## config.mk

```make
export PLATFORM = sky130hd
export DESIGN_NAME = truth_sweep_ctrl_flat
export DESIGN_NICKNAME = d
export VERILOG_FILES = /design/src/rtl/truth_sweep_ctrl_if.sv /design/src/rtl/truth_sweep_ctrl.sv /design/src/flat_wrapper.sv
export SDC_FILE = /design/constraint.sdc
export NUM_CORES = 1
export LEC_CHECK = 0
export BUFFER_PORTS_ARGS = -buffer_cell sky130_fd_sc_hd__buf_2
export CORE_MARGIN = 3
export CORE_UTILIZATION = 53
export CTS_CLUSTER_SIZE = 8
export DETAILED_ROUTE_END_ITERATION = 10
export PLACE_DENSITY = 0.81
export SYNTH_ARGS = -nofsm -noshare
export SYNTH_HDL_FRONTEND = slang
export SYNTH_SLANG_ARGS = --single-unit
```

## constraint.sdc

```tcl
create_clock -name clk -period 3.1 [get_ports clk]
set_clock_uncertainty 0.1 [all_clocks]
set_input_delay 0.62 -clock clk [delete_from_list [all_inputs] [get_ports clk]]
set_output_delay 0.62 -clock clk [all_outputs]
set_load 0.03 [all_outputs]
```

## src/rtl/truth_sweep_ctrl_if.sv

```systemverilog
// Sweep request/result bundle between a requester and truth_sweep_ctrl.
// The requester drives start/abort/expected and the evaluator's z. The controller drives operands and results.
interface truth_sweep_if;
    logic        start;
    logic        abort;
    logic [31:0] expected;
    logic        z;
    logic        y1;
    logic        y0;
    logic        x2;
    logic        x1;
    logic        x0;
    logic        busy;
    logic        done;
    logic [31:0] table_out;
    logic [5:0]  mismatch_cnt;
    logic [4:0]  first_err;
    logic        pass;

    modport master (
        output start, abort, expected, z,
        input  y1, y0, x2, x1, x0, busy, done, table_out, mismatch_cnt, first_err, pass
    );

    modport slave (
        input  start, abort, expected, z,
        output y1, y0, x2, x1, x0, busy, done, table_out, mismatch_cnt, first_err, pass
    );
endinterface

```

## src/rtl/truth_sweep_ctrl.sv

```systemverilog
// Walks all 32 operand vectors through an external evaluator, holding each vector SETTLE+1 cycles.
// done is asserted 32*(SETTLE+1) edges after start is accepted. start is ignored while busy; abort wins.
module truth_sweep_ctrl #(
    parameter int unsigned SETTLE = 2
) (
    input  logic       clk,
    input  logic       rst_n,
    truth_sweep_if.slave bus
);
    typedef enum logic {IDLE, RUN} state_t;

    localparam logic [3:0] SETTLE_V = 4'(SETTLE);

    state_t      state_q, state_d;
    logic [4:0]  idx_q, idx_d;
    logic [3:0]  cnt_q, cnt_d;
    logic        done_q, done_d;
    logic [31:0] tab_q, tab_d;
    logic [5:0]  mis_q, mis_d;
    logic [4:0]  ferr_q, ferr_d;
    logic        pass_q, pass_d;
    logic        miss;

    assign miss = (bus.z != bus.expected[idx_q]);

    always_comb begin
        state_d = state_q;
        idx_d   = idx_q;
        cnt_d   = cnt_q;
        done_d  = 1'b0;
        tab_d   = tab_q;
        mis_d   = mis_q;
        ferr_d  = ferr_q;
        pass_d  = pass_q;
        case (state_q)
            IDLE: begin
                if (bus.start && !bus.abort) begin
                    state_d = RUN;
                    idx_d   = 5'd0;
                    cnt_d   = SETTLE_V;
                    tab_d   = '0;
                    mis_d   = '0;
                    ferr_d  = '0;
                    pass_d  = 1'b0;
                end
            end
            RUN: begin
                if (bus.abort) begin
                    state_d = IDLE;
                    pass_d  = 1'b0;
                end else if (cnt_q != 4'd0) begin
                    cnt_d = cnt_q - 4'd1;
                end else begin
                    tab_d[idx_q] = bus.z;
                    if (miss) begin
                        mis_d = mis_q + 6'd1;
                        if (mis_q == 6'd0) begin
                            ferr_d = idx_q;
                        end
                    end
                    if (idx_q == 5'd31) begin
                        state_d = IDLE;
                        done_d  = 1'b1;
                        // pass must reflect a miss on the final vector too
                        pass_d  = !miss && (mis_q == 6'd0);
                    end else begin
                        idx_d = idx_q + 5'd1;
                        cnt_d = SETTLE_V;
                    end
                end
            end
            default: state_d = IDLE;
        endcase
    end

    always_ff @(posedge clk) begin
        if (!rst_n) begin
            state_q <= IDLE;
            idx_q   <= '0;
            cnt_q   <= '0;
            done_q  <= 1'b0;
            tab_q   <= '0;
            mis_q   <= '0;
            ferr_q  <= '0;
            pass_q  <= 1'b0;
        end else begin
            state_q <= state_d;
            idx_q   <= idx_d;
            cnt_q   <= cnt_d;
            done_q  <= done_d;
            tab_q   <= tab_d;
            mis_q   <= mis_d;
            ferr_q  <= ferr_d;
            pass_q  <= pass_d;
        end
    end

    assign bus.busy = (state_q == RUN);
    assign {bus.y1, bus.y0, bus.x2, bus.x1, bus.x0} = bus.busy ? idx_q : 5'd0;
    assign bus.done         = done_q;
    assign bus.table_out    = tab_q;
    assign bus.mismatch_cnt = mis_q;
    assign bus.first_err    = ferr_q;
    assign bus.pass         = pass_q;
endmodule

```

## src/flat_wrapper.sv

```systemverilog
// flat-port wrapper written by rule: the top's interface ports become plain ports
module truth_sweep_ctrl_flat 
#(
    parameter int unsigned SETTLE = 2
)
  (clk, rst_n, bus_start, bus_abort, bus_expected, bus_z, bus_y1, bus_y0, bus_x2, bus_x1, bus_x0, bus_busy, bus_done, bus_table_out, bus_mismatch_cnt, bus_first_err, bus_pass);
  truth_sweep_if bus_i ();
  input  logic clk;
  input  logic rst_n;
  input wire logic [$bits(bus_i.start)-1:0] bus_start;
  input wire logic [$bits(bus_i.abort)-1:0] bus_abort;
  input wire logic [$bits(bus_i.expected)-1:0] bus_expected;
  input wire logic [$bits(bus_i.z)-1:0] bus_z;
  output wire logic [$bits(bus_i.y1)-1:0] bus_y1;
  output wire logic [$bits(bus_i.y0)-1:0] bus_y0;
  output wire logic [$bits(bus_i.x2)-1:0] bus_x2;
  output wire logic [$bits(bus_i.x1)-1:0] bus_x1;
  output wire logic [$bits(bus_i.x0)-1:0] bus_x0;
  output wire logic [$bits(bus_i.busy)-1:0] bus_busy;
  output wire logic [$bits(bus_i.done)-1:0] bus_done;
  output wire logic [$bits(bus_i.table_out)-1:0] bus_table_out;
  output wire logic [$bits(bus_i.mismatch_cnt)-1:0] bus_mismatch_cnt;
  output wire logic [$bits(bus_i.first_err)-1:0] bus_first_err;
  output wire logic [$bits(bus_i.pass)-1:0] bus_pass;
  assign bus_i.start = bus_start;
  assign bus_i.abort = bus_abort;
  assign bus_i.expected = bus_expected;
  assign bus_i.z = bus_z;
  assign bus_y1 = bus_i.y1;
  assign bus_y0 = bus_i.y0;
  assign bus_x2 = bus_i.x2;
  assign bus_x1 = bus_i.x1;
  assign bus_x0 = bus_i.x0;
  assign bus_busy = bus_i.busy;
  assign bus_done = bus_i.done;
  assign bus_table_out = bus_i.table_out;
  assign bus_mismatch_cnt = bus_i.mismatch_cnt;
  assign bus_first_err = bus_i.first_err;
  assign bus_pass = bus_i.pass;
  truth_sweep_ctrl #(.SETTLE(SETTLE)) u_core (.clk(clk), .rst_n(rst_n), .bus(bus_i));
endmodule
```

==> results.yml, run 1 <==
finish:
  drive_above_1_share_pct: 25.5
  regArea_um2: 1100
  most-common-layout-cells: "buf_2, o21ai_0, dfxtp_1, a21oi_1, and2_1"
  antenna_cells: 0
  fillers: 478
  synthToLayoutAreaGrowth_pct: 19.0
  final_util_pct: 66.7
  final_common_cell: "buf_2"
  multiInputGateArea_um2: 1890
  final_cells: 538
  nNetsFinal: 511
  fin_area_um2: 3760
timing:
  period_needed_ns: 2.57
  worstMarginPinSlew_ns: 0.773
  hold_viol_final: 0
  max_freq_mhz: 389
  setup_violations: 0
  period_share_pct: 82.9
  worst_hold_slack_ns: 0.361
  fin_setup_tns_ns: 0
  max-slew-margin-rel_pct: 47.9
  slew_violations: 0
  rsz0062_at_grt: "no"
setup_path:
  timing.critical_path.arrival_ns: 2.71
  r2r-end: "u_core.bus.mismatch_cnt[3]"
  startpoint_type: "flip-flop"
  crit_path_end_kind: "flip-flop"
  critPathRequiredTime_ns: 3.24
  reg2reg_from: "u_core.idx_q[1]"
  rr_worst_depth: 7
  cp_max_fo: 19
  r2r_setup_slack_ns: 0.53
  crit_type: "flip-flop to flip-flop"
floorplanning:
  die_h_um: 83.2
  die_width_um: 83.2
  num_rows: 27
  fp.dieArea_um2: 6930
  initial_utilization_pct: 56.0
  coreArea_um2: 5640
  ioPinCount: 88
clocking:
  path_clk_slew_ns: 0.10
  hold_buffers: 0
  cts_tree: "yes"
  clock-root-buffer: "clkbuf_8"
  clk_latency_ns: 0.31
  clk_path_buf_depth: 2
  cts.sinks: 55
  cts_buffers: 5
  cts_max_level: 2
route:
  drt-total-wl_um: 8840
  wl_per_cell_um: 16.4
  viasPerCell: 5.99
  ant_nets: 0
  remaining_drc_errors: 0
  dr.pass1.iters: 5
  drt_iter0_drc: 301
  route.vias.total: 3225
hold_path:
  min_to: "u_core.bus.first_err[1]"
  hold_path.class: "flip-flop to flip-flop"
  hold_start: "u_core.bus.first_err[1]"
  min_path_cells: 2
global_route:
  grt_pass1_wl_um: 14400
  antenna_found_initial: 0
  overflow: 0
  grt_max_degree: 51
  grt.total_usage_pct: 24.9
  grt_pass1_vias: 2964
placed_design:
  dp_hpwl_um: 6190
  place_inst: 530
  port_buffers: 87
  place_area_um2: 3620
  place.gp.congestion: 0.859
run_status:
  outcome: "finished, final reports clean"
synth:
  yosys_register_bits: 55
  synth.distinct_cells: 55
  syn_inst: 390
  synth_fp_nets: 436
  synth-seq-area-share_pct: 34.8
  avgSynthCellArea_um2: 8.11
  mappedNetlistArea_um2: 3160
  yosysWarnings: 0
power_and_ir_drop:
  powerDensity_nw_per_um2: 375
  vdd_drop_max_mv: 0.280
  p_leak_nw: 1.62
job:
  maxCapViolations: 0
-- kinds of logic (layout without fill, tap and decap cells) --
| family | Yosys count | count (layout) | share of synthesized area [%] |
|---|---|---|---|
| compound gates | 127 | 127 | 23.1 |
| buf+inv | 38 | 114 | 5.50 |
| fa+ha+maj | 9 | 9 | 3.56 |
| flops | 55 | 55 | 34.8 |
| simple gates | 131 | 131 | 23.7 |
| xor+xnor | 7 | 7 | 1.94 |
| mux | 23 | 23 | 7.40 |
-- state kept, by name (all words and copies together) (netlist names) --
name,flops
u_core.bus.table_out,32
u_core.bus.mismatch_cnt,6
u_core.bus.first_err,5
u_core.idx_q,5
u_core.cnt_q,4
u_core.bus.busy,1
u_core.bus.done,1
u_core.bus.pass,1
-- where the power goes --
| group | leakage [nW] | internal (mW) | switching [mW] |
|---|---|---|---|
| sequential | 0.444 | 0.712 | 0.00592 |
| combinational | 1.11 | 0.0534 | 0.0844 |
| clock | 0.0654 | 0.323 | 0.230 |
-- timing repair --
item	4_1_cts	5_1_grt
endpoints found under the setup margin	0	3
setup buffers	0	0
resized for setup	0	2
-- worst max path at each step --
stage | from | end | slack (ns) | cells past startpoint
global route | u_core.idx_q[1] | u_core.bus.mismatch_cnt[3] | 0.34 | 7
global placement | u_core.idx_q[1] | u_core.bus.mismatch_cnt[3] | 0.36 | 7
finish | u_core.idx_q[1] | u_core.bus.mismatch_cnt[3] | 0.53 | 7
CTS | u_core.idx_q[1] | u_core.bus.mismatch_cnt[3] | 0.23 | 7
detailed placement | u_core.idx_q[1] | u_core.bus.mismatch_cnt[3] | 0.25 | 7
floorplan | u_core.idx_q[0] | u_core.cnt_q[3] | 0.72 | 10
-- synthesized netlist by cell type (all sizes together) --
library cell | number | area share, %
buf | 10 | 2.0
or2b | 2 | 0.47
nor3 | 6 | 0.95
or2 | 3 | 0.59
xnor2 | 2 | 0.55
o221ai | 8 | 2.6
o211ai | 1 | 0.24
ha | 9 | 3.6
a32oi | 1 | 0.28
xor2 | 5 | 1.4
clkbuf | 18 | 2.1
or3b | 1 | 0.36
a21oi | 36 | 5.7
dlygate4sd1 | 1 | 0.28
and3 | 6 | 1.3
nor3b | 2 | 0.47
nand4 | 6 | 1.7
a221o | 1 | 0.32
inv | 8 | 0.95
a32o | 2 | 0.63
a22oi | 1 | 0.40
nand3 | 15 | 2.5
o21ai | 69 | 11
mux2i | 23 | 7.4
o21a | 1 | 0.24
and2 | 35 | 7.0
nand2 | 24 | 2.9
a211oi | 1 | 0.24
clkinv | 1 | 0.12
dfxtp | 55 | 35
nand4b | 1 | 0.28
nor2 | 16 | 2.1
and4 | 2 | 0.55
o211a | 1 | 0.32
or3 | 5 | 0.99
nor4 | 1 | 0.20
a21boi | 5 | 1.2
nand2b | 4 | 0.79
nand3b | 2 | 0.47
-- worst max-delay path: stages, from the launching register on --
cell      delay, ns
dfxtp_2        0.68
mux2i_1        0.24
o221ai_1       0.16
a22oi_2        0.28
mux2i_2        0.35
nand3_1        0.19
or3_1          0.35
a21oi_1        0.14
-- cell type report --
class | instances | area share, %
multi-input cells | 297 | 50.3
flip-flops and latches | 55 | 29.3
repair buffers | 97 | 13.6
well taps | 72 | 2.40
clock buffers | 6 | 1.93
clock inverters | 2 | 1.60
inverters | 9 | 0.898
-- metrics by stage --
| stage | total power, mW | setup slack, ns |
|---|---|---|
| 2_1_floorplan | 0.818 | 0.718 |
| 3_3_place_gp | 0.865 | 0.360 |
| 3_5_place_dp | 0.868 | 0.247 |
| 4_1_cts | 1.42 | 0.228 |
| 5_1_grt | 1.46 | 0.342 |
| 6_report | 1.41 | 0.529 |
-- layer usage --
layer	global-route usage [%]	up-vias	part of all wire [%]
met5	0	-	0
met4	8.92	0	1.6
met3	5.95	17	8.8
met2	39.8	147	47
met1	32.8	1522	43
li1	-	1539	-
(Power assumes the default switching activity.)
==> run 2: changes to the inputs <==
- ABC_AREA: unset -> 1
- CORE_UTILIZATION: 53 -> 48
- PLACE_DENSITY: 0.81 -> 0.77
- clock period: 3.1 -> 2.35 ns (I/O delays scaled with it)
==> results.yml, run 2 <==
run_status:
  outcome: "finished, final reports clean"
global_route:
  grt_pass1_vias: 3244
  overflow: 0
  grt_use_met3_pct: 4.05
  grtUsageMet1_pct: 27.2
  antenna_found_initial: 0
  grt_pass1_wl_um: 14200
  grt.total_usage_pct: 22.6
  top_usage_layer: "met2"
  met2_usage_pct: 40.1
  grt_max_degree: 47
finish:
  most-common-layout-cells: "nand2_1, buf_2, inv_1, nor2_1, dfxtp_1"
  drive_above_1_share_pct: 20.3
  final_common_cell: "nand2_1"
  antenna_cells: 0
  synthToLayoutAreaGrowth_pct: 18.4
  largest_register_ffs: 32
  nNetsFinal: 646
timing:
  max_freq_mhz: 491
  max-slew-margin-rel_pct: 75.5
  period_needed_ns: 2.04
  hold_viol_final: 0
  slew_violations: 0
  fin_setup_tns_ns: 0
  period_share_pct: 86.7
  worst_hold_slack_ns: 0.358
  setup_violations: 0
  rsz0062_at_grt: "no"
  worstMarginPinSlew_ns: 0.366
setup_path:
  startpoint_type: "flip-flop"
  crit_type: "flip-flop to flip-flop"
  cp_max_fo: 9
  crit_path_end_kind: "flip-flop"
  critPathRequiredTime_ns: 2.46
  timing.critical_path.arrival_ns: 2.15
floorplanning:
  die_h_um: 88.2
  num_rows: 29
  coreArea_um2: 6460
  initial_utilization_pct: 50.2
  fp.dieArea_um2: 7780
  ioPinCount: 88
  die_width_um: 88.2
route:
  route.vias.total: 3496
  ant_nets: 0
  remaining_drc_errors: 0
  viasPerCell: 5.16
  drt-total-wl_um: 8570
  drt_iter0_drc: 202
  wl_per_cell_um: 12.6
  dr.pass1.iters: 4
clocking:
  clock-root-buffer: "clkbuf_8"
  post_cts.repair.setup_buffers: 0
  cts.sinks: 55
  hold_buffers: 0
  ctsResizeCount: 0
  cts_buffers: 5
  cts_tree: "yes"
  clk_latency_ns: 0.31
  path_clk_slew_ns: 0.10
  clk_path_buf_depth: 2
  cts_max_level: 2
synth:
  mappedNetlistArea_um2: 3240
  yosys_register_bits: 55
  synth.distinct_cells: 33
  synth-seq-area-share_pct: 34.0
  syn_inst: 518
  synth_fp_nets: 564
  yosys.area.top_type: "dfxtp_1"
  synth.most_common_cell: "nand2_1"
  yosysWarnings: 0
  avgSynthCellArea_um2: 6.26
  netlist_top_cells_count: "nand2_1, inv_1, nor2_1"
  synth_area_leaders: "dfxtp_1, nand2_1, inv_1"
  synthArstFlopShare_pct: 0
  synthFlopType: "dfxtp_1"
  netlist.area_leader.share_pct: 34.0
  synth-edff-count: 0
hold_path:
  hold_path.class: "flip-flop to flip-flop"
power_and_ir_drop:
  p_leak_nw: 1.85
  seqPwrFrac_pct: 52.3
  power.internal_mw: 1.28
  clkPwrFrac_pct: 28.2
  vdd_drop_max_mv: 0.300
  switching_share_pct: 30.4
  p_switching_mw: 0.560
  power.share.combinational_pct: 19.5
  powerDensity_nw_per_um2: 479
placed_design:
  dp_hpwl_um: 6220
  place.gp.congestion: 0.887
  port_buffers: 87
job:
  maxCapViolations: 0
run 2: cell types whose count changed in the layout (fill, tap and decap cells not counted), sizes merged, moves of 5 or more:
cell	before	now
inv	8	75
nand2	24	160
o21ai	69	35
mux2i	23	0
nor2	16	62
nand3	15	26
a21oi	36	46
a21boi	5	0
o221ai	8	0
and3	6	0
or3	5	0
and2	35	0
run 2: metrics by stage:
step | cell area, um^2 | power [mW] | instances | setup slack (ns) | utilization, %
4_1_cts | 3840 | 1.85 | 678 | 0.237 | 59.4
5_1_grt | 3840 | 1.94 | 678 | 0.0449 | 59.5
3_5_place_dp | 3750 | 1.34 | 670 | 0.255 | 58.1
3_3_place_gp | 3750 | 1.33 | 670 | 0.365 | 58.1
2_1_floorplan | 3240 | 1.24 | 518 | 0.268 | -
6_report | 3840 | 1.84 | 678 | 0.312 | 59.5
run 2: area by class of cell:
| class | instances | area [um^2] |
|---|---|---|
| fill | 648 | 2620 |
| multi-input combinational | 365 | 1730 |
| sequential | 55 | 1100 |
| timing repair buffer | 97 | 536 |
| inverter | 76 | 288 |
| tap | 77 | 96.3 |
| clock buffer | 6 | 72.6 |
| clock inverter | 2 | 12.5 |
run 2: worst max-delay path: stages, from the launching register on:
cell and delay, ns:
dfxtp_1 0.32, ha_1 0.21, clkinv_1 0.07, nor3_1 0.04, ha_1 0.18, nand2_1 0.10
nand2_1 0.06, inv_1 0.08, nor2_1 0.06, nor2_1 0.20, inv_2 0.11, o21ai_0 0.17
inv_1 0.06, nor4_1 0.19
run 2: cell families after synthesis:
group	synth area share [%]
simple gates	34.4
xor+xnor	1.08
fa+ha+maj	3.47
flops	34.0
compound gates	14.5
buf+inv	12.5
run 2: final timing paths:
check	to	depth (start not counted)	slack, ns	startpoint
setup / recovery	u_core.idx_q[3]	13	0.31	u_core.idx_q[0]
setup reg to reg	u_core.idx_q[3]	13	0.31	u_core.idx_q[0]
hold reg to reg	u_core.bus.table_out[4]	2	0.36	u_core.bus.table_out[4]
hold / removal	u_core.bus.table_out[4]	2	0.36	u_core.bus.table_out[4]
run 2: per-layer routing:
metal | up-vias | part of all wire [%]
met3 | 12 | 6.2
met4 | 0 | 1.2
li1 | 1785 | -
met1 | 1595 | 43
met5 | - | 0
met2 | 104 | 50
run 2: power groups by stage:
stage	combinational (mW)	sequential [mW]	clock, mW
global placement	0.346	0.983	0
CTS	0.359	0.963	0.527
finish	0.358	0.962	0.520
floorplan	0.237	1.00	0
detailed placement	0.356	0.984	0
global route	0.402	0.965	0.572
